### src/rtl/regbank_pkg.sv
// regbank_pkg: shared definitions for the 4-entry register bank.
//   REG_IDX_W - width of a register index
//   REG_CNT   - number of entries in the bank
//   reg_idx_t - register index type used for the read and write addresses
package regbank_pkg;

    localparam int REG_IDX_W = 2;
    localparam int REG_CNT   = 4;

    typedef logic [REG_IDX_W-1:0] reg_idx_t;

endpackage : regbank_pkg

### src/rtl/decoder2x4.sv
// decoder2x4: combinational 2-to-4 one-hot decoder.
//   a - input, index MSB
//   b - input, index LSB
//   f - output, one-hot; f[i] is high when {a,b} == i
module decoder2x4 (
    input  logic       a,
    input  logic       b,
    output logic [3:0] f
);

    // One-hot decode of the 2-bit index {a,b}.
    always_comb begin
        f = 4'b0000;
        case ({a, b})
            2'b00:   f = 4'b0001;
            2'b01:   f = 4'b0010;
            2'b10:   f = 4'b0100;
            2'b11:   f = 4'b1000;
            default: f = 4'b0000;
        endcase
    end

endmodule : decoder2x4

### src/rtl/regbank4_1w2r.sv
// regbank4_1w2r: 4-entry register bank, one write port, two registered read ports.
//   clk, rst_n          - clock and synchronous active-low reset
//   we, waddr, wdata    - write request, index and data
//   re_a/raddr_a        - read request and index, port A (same for port B)
//   rdata_a/rvalid_a    - registered read data and valid, port A (same for port B)
//   written             - sticky per-entry "has been written since reset" mask
//   wr_drop             - one-cycle pulse when a write to the hardwired-zero entry is dropped
// Reads see a write issued in the same cycle (write-first bypass).
module regbank4_1w2r
    import regbank_pkg::*;
#(
    parameter int DW      = 32,
    parameter bit ZERO_R0 = 1'b1
) (
    input  logic               clk,
    input  logic               rst_n,
    input  logic               we,
    input  reg_idx_t           waddr,
    input  logic [DW-1:0]      wdata,
    input  logic               re_a,
    input  logic               re_b,
    input  reg_idx_t           raddr_a,
    input  reg_idx_t           raddr_b,
    output logic [DW-1:0]      rdata_a,
    output logic [DW-1:0]      rdata_b,
    output logic               rvalid_a,
    output logic               rvalid_b,
    output logic [REG_CNT-1:0] written,
    output logic               wr_drop
);

    // Entry 0 is excluded from write enables when it is hardwired to zero.
    localparam logic [REG_CNT-1:0] WEN_MASK = ZERO_R0 ? 4'b1110 : 4'b1111;

    logic [REG_CNT-1:0] dec_f_s;
    logic [REG_CNT-1:0] wen_s;

    logic [DW-1:0]      mem_q [REG_CNT];
    logic [DW-1:0]      mem_d [REG_CNT];
    logic [DW-1:0]      rdata_a_q, rdata_a_d;
    logic [DW-1:0]      rdata_b_q, rdata_b_d;
    logic               rvalid_a_q, rvalid_a_d;
    logic               rvalid_b_q, rvalid_b_d;
    logic [REG_CNT-1:0] written_q, written_d;
    logic               wr_drop_q, wr_drop_d;

    decoder2x4 u_wdec (
        .a (waddr[1]),
        .b (waddr[0]),
        .f (dec_f_s)
    );

    // Write enables, next array contents, read muxes and status next-state.
    always_comb begin
        wen_s = dec_f_s & {REG_CNT{we}} & WEN_MASK;

        for (int i = 0; i < REG_CNT; i++) begin
            if (wen_s[i]) begin
                mem_d[i] = wdata;
            end else begin
                mem_d[i] = mem_q[i];
            end
        end

        // Reading from mem_d rather than mem_q gives the write-first bypass.
        if (!re_a) begin
            rdata_a_d = rdata_a_q;
        end else if (ZERO_R0 && (raddr_a == 2'd0)) begin
            rdata_a_d = '0;
        end else begin
            rdata_a_d = mem_d[raddr_a];
        end

        if (!re_b) begin
            rdata_b_d = rdata_b_q;
        end else if (ZERO_R0 && (raddr_b == 2'd0)) begin
            rdata_b_d = '0;
        end else begin
            rdata_b_d = mem_d[raddr_b];
        end

        rvalid_a_d = re_a;
        rvalid_b_d = re_b;
        written_d  = written_q | wen_s;
        wr_drop_d  = ZERO_R0 && we && (waddr == 2'd0);
    end

    // State registers with synchronous active-low reset.
    always_ff @(posedge clk) begin
        if (!rst_n) begin
            for (int i = 0; i < REG_CNT; i++) begin
                mem_q[i] <= '0;
            end
            rdata_a_q  <= '0;
            rdata_b_q  <= '0;
            rvalid_a_q <= 1'b0;
            rvalid_b_q <= 1'b0;
            written_q  <= 4'b0000;
            wr_drop_q  <= 1'b0;
        end else begin
            for (int i = 0; i < REG_CNT; i++) begin
                mem_q[i] <= mem_d[i];
            end
            rdata_a_q  <= rdata_a_d;
            rdata_b_q  <= rdata_b_d;
            rvalid_a_q <= rvalid_a_d;
            rvalid_b_q <= rvalid_b_d;
            written_q  <= written_d;
            wr_drop_q  <= wr_drop_d;
        end
    end

    assign rdata_a  = rdata_a_q;
    assign rdata_b  = rdata_b_q;
    assign rvalid_a = rvalid_a_q;
    assign rvalid_b = rvalid_b_q;
    assign written  = written_q;
    assign wr_drop  = wr_drop_q;

endmodule : regbank4_1w2r

### config.mk
export PLATFORM = sky130hd
export DESIGN_NAME = regbank4_1w2r
export DESIGN_NICKNAME = d
export VERILOG_FILES = /design/src/rtl/regbank_pkg.sv /design/src/rtl/decoder2x4.sv /design/src/rtl/regbank4_1w2r.sv
export SDC_FILE = /design/constraint.sdc
export NUM_CORES = 1
export LEC_CHECK = 0
export CORE_ASPECT_RATIO = 1.25
export CORE_MARGIN = 2
export CORE_UTILIZATION = 64
export CTS_BUF_LIST = sky130_fd_sc_hd__clkbuf_4 sky130_fd_sc_hd__clkbuf_8 sky130_fd_sc_hd__clkbuf_16
export DETAILED_ROUTE_END_ITERATION = 8
export DONT_BUFFER_PORTS = 1
export PLACE_DENSITY_LB_ADDON = 0.08
export SETUP_SLACK_MARGIN = 0.3
export SYNTH_ARGS = -nofsm -noshare
export SYNTH_HDL_FRONTEND = slang
export SYNTH_SLANG_ARGS = --single-unit
### constraint.sdc
create_clock -name clk -period 1.95 [get_ports clk]
set_input_delay 0.2925 -clock clk [delete_from_list [all_inputs] [get_ports clk]]
set_output_delay 0.2925 -clock clk [all_outputs]
set_load 0.03 [all_outputs]
# ---- Word-level counts from Yosys, hierarchy flattened
# Memory sizes are Yosys's and may differ from the RTL's.
# Cells that the tools add are included.
dict set report totals {
  ff_bits 71
  ram_bits 128
  input_bits 43
  out_inout_bits 71
  wordCells 42
  mem_count 1
}
dict set report classes {
  order_cmp 2
  eq_ne 3
  mux 18
  bitwise 8
  reduce_logical 4
}
# name depth word_bits read_ports rd_ports_with_merged_regs wr line_no
set memory_table {}
lappend memory_table {mem_q 4 32 4 0 4 regbank4_1w2r.sv:38} ;# logic [DW-1:0] mem_q [REG_CNT];
# operator count
set op_table {}
lappend op_table {{32-bit two-way mux} 13}
lappend op_table {{32-bit binary-select mux with 2-bit select} 2}
lappend op_table {{4-bit case mux with 4 select lines} 1}
lappend op_table {{3-bit >= comparator (second input constant)} 2}
lappend op_table {{2-bit logical NOT} 3}
lappend op_table {{2-bit NOT with 3-bit output} 2}
lappend op_table {{4-bit AND} 1}
lappend op_table {{2-bit equality test (second input constant)} 2}
lappend op_table {{1-bit bitwise OR} 4}
lappend op_table {{4-bit bitwise OR} 1}
lappend op_table {{2-bit by 1-bit equality test with 1-bit output (second input constant)} 1}
lappend op_table {{1-bit two-way mux} 2}
lappend op_table {{1-bit logical AND} 1}

# ---- Longest topological paths before layout
dict set report depth {
  depth_word 8
  depth_mapped 7
  ltp_nobuf 4
}

# ---- Modules after synthesis
# From an unflattened synthesis, not the netlist that was laid out.
dict set report unflattened {
  hier_cells 990
  hier_area_um2 9290.2
}
# mod n_inst cells_each area_per_inst_um2 seq_area_each_um2
set by_module_without_submodules {}
lappend by_module_without_submodules {regbank4_1w2r 1 986 9263.9 3323.2}
lappend by_module_without_submodules {decoder2x4 1 4 26.3 0.0}

# ---- Worst setup path after synthesis
# OpenSTA, ideal clock, no wires.
dict set report synth_path {
  path_kind {input -> register}
  start {input port waddr[1]}
  end {register rdata_a_q[0] (netlist: rdata_a[0])}
  setup_time_ps 122
  arrival_time_ps 1588
  t_required_ps 1828
  setup_slack_ps 240
  cell_stages 6
  path_buffers 2
  path_cell_list {buf_6 xor2_2 nor2_2 buf_6 mux2_4 a221o_1}
}
dict set report synth_between {
  elab_chain_len 8
  word_cells_on_any_way 13
  cone_classes {eq/ne: 3; mux: 8; bitwise: 1; reduce/logical: 1}
}
# item line_no
set synth_lines {}
lappend synth_lines {{from (decl)} regbank4_1w2r.sv:18} ;# input reg_idx_t waddr,
lappend synth_lines {{2-bit equality test (tied with other cells)} decoder2x4.sv:14} ;# case ({a, b})
lappend synth_lines {{4-bit case mux with 4 select lines (*)} decoder2x4.sv:14}
lappend synth_lines {{4-bit AND (*)} regbank4_1w2r.sv:55} ;# wen_s = dec_f_s & {REG_CNT{we}} & WEN_MASK;
lappend synth_lines {{32-bit two-way mux} regbank4_1w2r.sv:58} ;# if (wen_s[i]) begin
lappend synth_lines {{32-bit binary-select mux with 2-bit select (*)} regbank4_1w2r.sv:71} ;# rdata_a_d = mem_d[raddr_a];
lappend synth_lines {{32-bit two-way mux (implied by the code) (*) (2 in a row)} regbank4_1w2r.sv:71}
lappend synth_lines {{32-bit two-way mux (*)} regbank4_1w2r.sv:68} ;# end else if (ZERO_R0 && (raddr_a == 2'd0)) begin
lappend synth_lines {{to (signal assigned)} regbank4_1w2r.sv:104} ;# rdata_a_q <= rdata_a_d;
lappend synth_lines {{to (decl)} regbank4_1w2r.sv:40} ;# logic [DW-1:0] rdata_a_q, rdata_a_d;
# Every way passes the cells marked *; elsewhere a longest branch is shown, timed or not. The select of a mux whose other input is x is not followed.
# A chain may end at the register's enable or synchronous reset.

# ---- Worst setup path after layout
dict set report layout_path {
  start {input port waddr[0]}
  end {register rdata_b_q[26] (netlist: rdata_b[26])}
}
dict set report layout_between {
  elab_chain_len 8
  word_cells_on_any_way 13
  cone_classes {eq/ne: 3; mux: 8; bitwise: 1; reduce/logical: 1}
}
# item line_no
set layout_lines {}
lappend layout_lines {{2-bit equality test (tied with other cells)} decoder2x4.sv:14}
lappend layout_lines {{4-bit case mux with 4 select lines (*)} decoder2x4.sv:14}
lappend layout_lines {{4-bit AND (*)} regbank4_1w2r.sv:55}
lappend layout_lines {{32-bit two-way mux} regbank4_1w2r.sv:58}
lappend layout_lines {{32-bit binary-select mux with 2-bit select (*)} regbank4_1w2r.sv:79} ;# rdata_b_d = mem_d[raddr_b];
lappend layout_lines {{32-bit two-way mux (implied by the code) (*) (2 in a row)} regbank4_1w2r.sv:79}
lappend layout_lines {{32-bit two-way mux (*)} regbank4_1w2r.sv:76} ;# end else if (ZERO_R0 && (raddr_b == 2'd0)) begin
lappend layout_lines {{to (signal assigned)} regbank4_1w2r.sv:105} ;# rdata_b_q <= rdata_b_d;
lappend layout_lines {{to (decl)} regbank4_1w2r.sv:41} ;# logic [DW-1:0] rdata_b_q, rdata_b_d;
# Marked as above.

==> results.ini <==
[outcome]
status = complete, no violations

[timing]
whs_ns = 0.00370
maxSlewViolCount = 0
tightestPinTransition_ns = 1.02
fin_skew_ns = 0.00612
grt_setup_unrepaired = false
relSlewSlack_pct = 32.0
min_period_ns = 1.32
setup_tns_ns = 0
period_share_pct = 67.6
hold_viol = 0
timing.fmax_mhz = 758
setup_viol = 0

[global_route]
grtUsageTotal_pct = 30.3
grt_max_degree = 104
grt_pass1_vias = 5975
grt_pass1_wl_microns = 30600
grt-ovfl-total = 0
grt_antenna_before_repair = 0

[power_and_ir_drop]
switching_share_pct = 23.0
cellInternalPower_mw = 6.06
power-per-cell-area_nw_per_um2 = 913
irDropWorstVdd_mv = 0.590
pwr-share-comb_pct = 7.9
p_leak_nw = 3.44
clkPwrFrac_pct = 45.7
report.power.total_mw = 7.87
seq_power_share_pct = 46.4
p_switching_mw = 1.81

[routing]
drt_iter0_markers = 332
drtAntennaViolNets = 0
drc = 0
vias = 5649
wl_per_cell_microns = 21.5
first_pass_iters = 5
routed_via_density = 6.17
wl_microns = 19700

[synthesis]
yosysSeqAreaShare_pct = 42.0
netlist.area_leader.share_pct = 42.0
avgSynthCellArea_sq_um = 10.3
syn_area_sq_um = 7910
syn_nets = 812
ys_types = 27
yosysTopAreaCell = dfxtp_1
ys_ff_latch = 166
ys_top_cells_by_area = dfxtp_1 42%, mux2_4 11%, mux2_2 9.1%, a221o_1 8.1%, a21boi_0 6.2%
synth_cells = 769
ys_warn_count = 0

[final_layout]
instances_no_fill = 915
fillers = 879
nets = 781
antenna_cells = 0
utilization_pct = 71.2
syn2layout_area_growth_pct = 8.94
drive_above_1_share_pct = 24.0

[min_path]
hold_class = in -> reg
min_to = mem_q[1][5]$_SDFF_PN0_
whs_path_depth = 2
hold_start = wdata[5]

[placed_design]
hpwl_microns = 11100
port_buffers = 0
gp_congestion = 0.799
dp.cells = 880

[die]
die-area_sq_um = 13300
std_cell_rows = 45
die_x_microns = 103
start_util_pct = 65.3
core_sq_um = 12100
top_level_ports = 114
die_y_microns = 128

[clocking]
cts_root_buf = clkbuf_16
cts_resized = 0
clock_sinks = 166
clock_path_buffers = 2
clk_latency_ns = 0.42
tritoncts = done
clk_pin_slew_ns = 0.07
htreeDepth = 4
cts_buffers = 17

[critical_path]
ff2ff_path_depth = 3
worstReg2RegStart = mem_q[3][10]$_SDFF_PN0_
crit_path_start = waddr[0]
crit_chain = nand2_1 -> nor2_4 -> buf_12 -> mux2_4 -> a221o_1
ff2ff_setup_slack_ns = 0.64
slowest_delay_ns = 0.31
worstPathMaxFanout = 14
critPathKind = in -> reg
crit_required_ns = 2.26
cp_num_buf_inv = 1
reg2reg_to = rdata_b[10]$_SDFFE_PN0P_
cp-end-kind = flip-flop
crit_arrival_ns = 1.63
critPathLaunchType = primary input
critPathTopFamily = simple AND/OR/NAND/NOR gates
cp_num_cells = 5
cp_slowest_cell = mux2_4

[run]
maxCapViolCount = 0

## repair_timing
item                                   in CTS  in global routing
buffers inserted                            0                  0
hold buffers                                3                  0
endpoints found under the hold margin       5                  0
## routing by layer
layer	global-route usage (%)	part of all wire [%]	up-vias
li1	-	-	2631
met1	35.6	41	2799
met2	51.2	50	180
met3	9.65	7.5	39
met4	10.7	2.1	0
met5	0	0	-
## Yosys cell counts
cell type	instances
a21boi_0	65
a221o_1	64
and2_1	2
and3_1	3
buf_12	3
buf_2	3
buf_4	8
buf_6	6
clkbuf_1	47
conb_1	1
dfxtp_1	166
inv_1	1
mux2_1	4
mux2_2	64
mux2_4	60
mux2i_1	32
nand2_1	129
nand3_1	1
nand3b_1	3
nor2_1	65
nor2_2	1
nor2_4	1
nor2b_1	34
nor4bb_1	1
o21a_1	2
or2_2	1
xor2_2	2
## cell usage in the layout (no fill, tap or decap), types with 6 or more instances in the layout
| cell type | count |
|---|---|
| nor2b_1 | 32 |
| a221o_1 | 64 |
| buf_4 | 8 |
| mux2_2 | 64 |
| mux2_4 | 60 |
| clkbuf_16 | 17 |
| nor2_1 | 64 |
| a21boi_0 | 65 |
| mux2i_1 | 32 |
| nand2_1 | 129 |
| buf_12 | 6 |
| dfxtp_1 | 166 |
## cells by family (layout without fill, tap and decap cells)
group / Yosys count / count (layout) / share of synthesized area (%)
AOI/OAI and AO/OA: 131 / 131 / 14.5
and+or+nand+nor: 241 / 241 / 13.1
xor gates and xnor gates: 2 / 2 / 0.411
other: 1 / 1 / 0.0474
muxes: 160 / 160 / 25.1
buffers and inverters: 68 / 50 / 4.84
DFF: 166 / 166 / 42.0
## sequential cells by signal, indices dropped and copies added, names as in the netlist
register and cells:
rvalid_a 1, written 3, wr_drop 1, rvalid_b 1, rdata_a 32, rdata_b 32
mem_q 96
## through the flow
stage / cell area [sq um] / setup slack [ns]
2_1_floorplan: 7920 / 0.272
3_3_place_gp: 7950 / 0.231
3_5_place_dp: 7950 / 0.210
4_1_cts: 8610 / 0.637
5_1_grt: 8610 / 0.584
6_report: 8610 / 0.631
## worst reg2reg max path, cell delays in order, from the launching register on
cell	delay [ns]
dfxtp_1	0.32
mux2_1	0.31
mux2_4	0.27
a221o_1	0.31
## power by group through the flow
stage	combinational, mW	clock (mW)	sequential, mW
2_1_floorplan	0.567	0	3.70
3_3_place_gp	0.598	0	3.71
5_1_grt	0.668	3.76	3.66
3_5_place_dp	0.617	0	3.72
6_report	0.625	3.59	3.65
4_1_cts	0.627	3.62	3.65
## how the worst max path moves through the flow
stage | endpoint | slack [ns]
4_1_cts | rdata_b[10]$_SDFFE_PN0P_ | 0.64
6_report | rdata_b[26]$_SDFFE_PN0P_ | 0.63
3_3_place_gp | rdata_b[31]$_SDFFE_PN0P_ | 0.23
2_1_floorplan | rdata_b[10]$_SDFFE_PN0P_ | 0.27
5_1_grt | rdata_b[21]$_SDFFE_PN0P_ | 0.58
3_5_place_dp | rdata_b[21]$_SDFFE_PN0P_ | 0.21
## final cells by class
cell class | instances | area, sq um | share of cell area, %
multi-input cells | 535 | 4230 | 49.2
flip-flops and latches | 166 | 3320 | 38.6
clock buffers | 20 | 460 | 5.35
repair buffers | 17 | 210 | 2.44
well taps | 164 | 205 | 2.38
clock inverters | 12 | 176 | 2.05
inverters | 1 | 3.75 | 0.0436
Power figures use the tool's default switching activity.
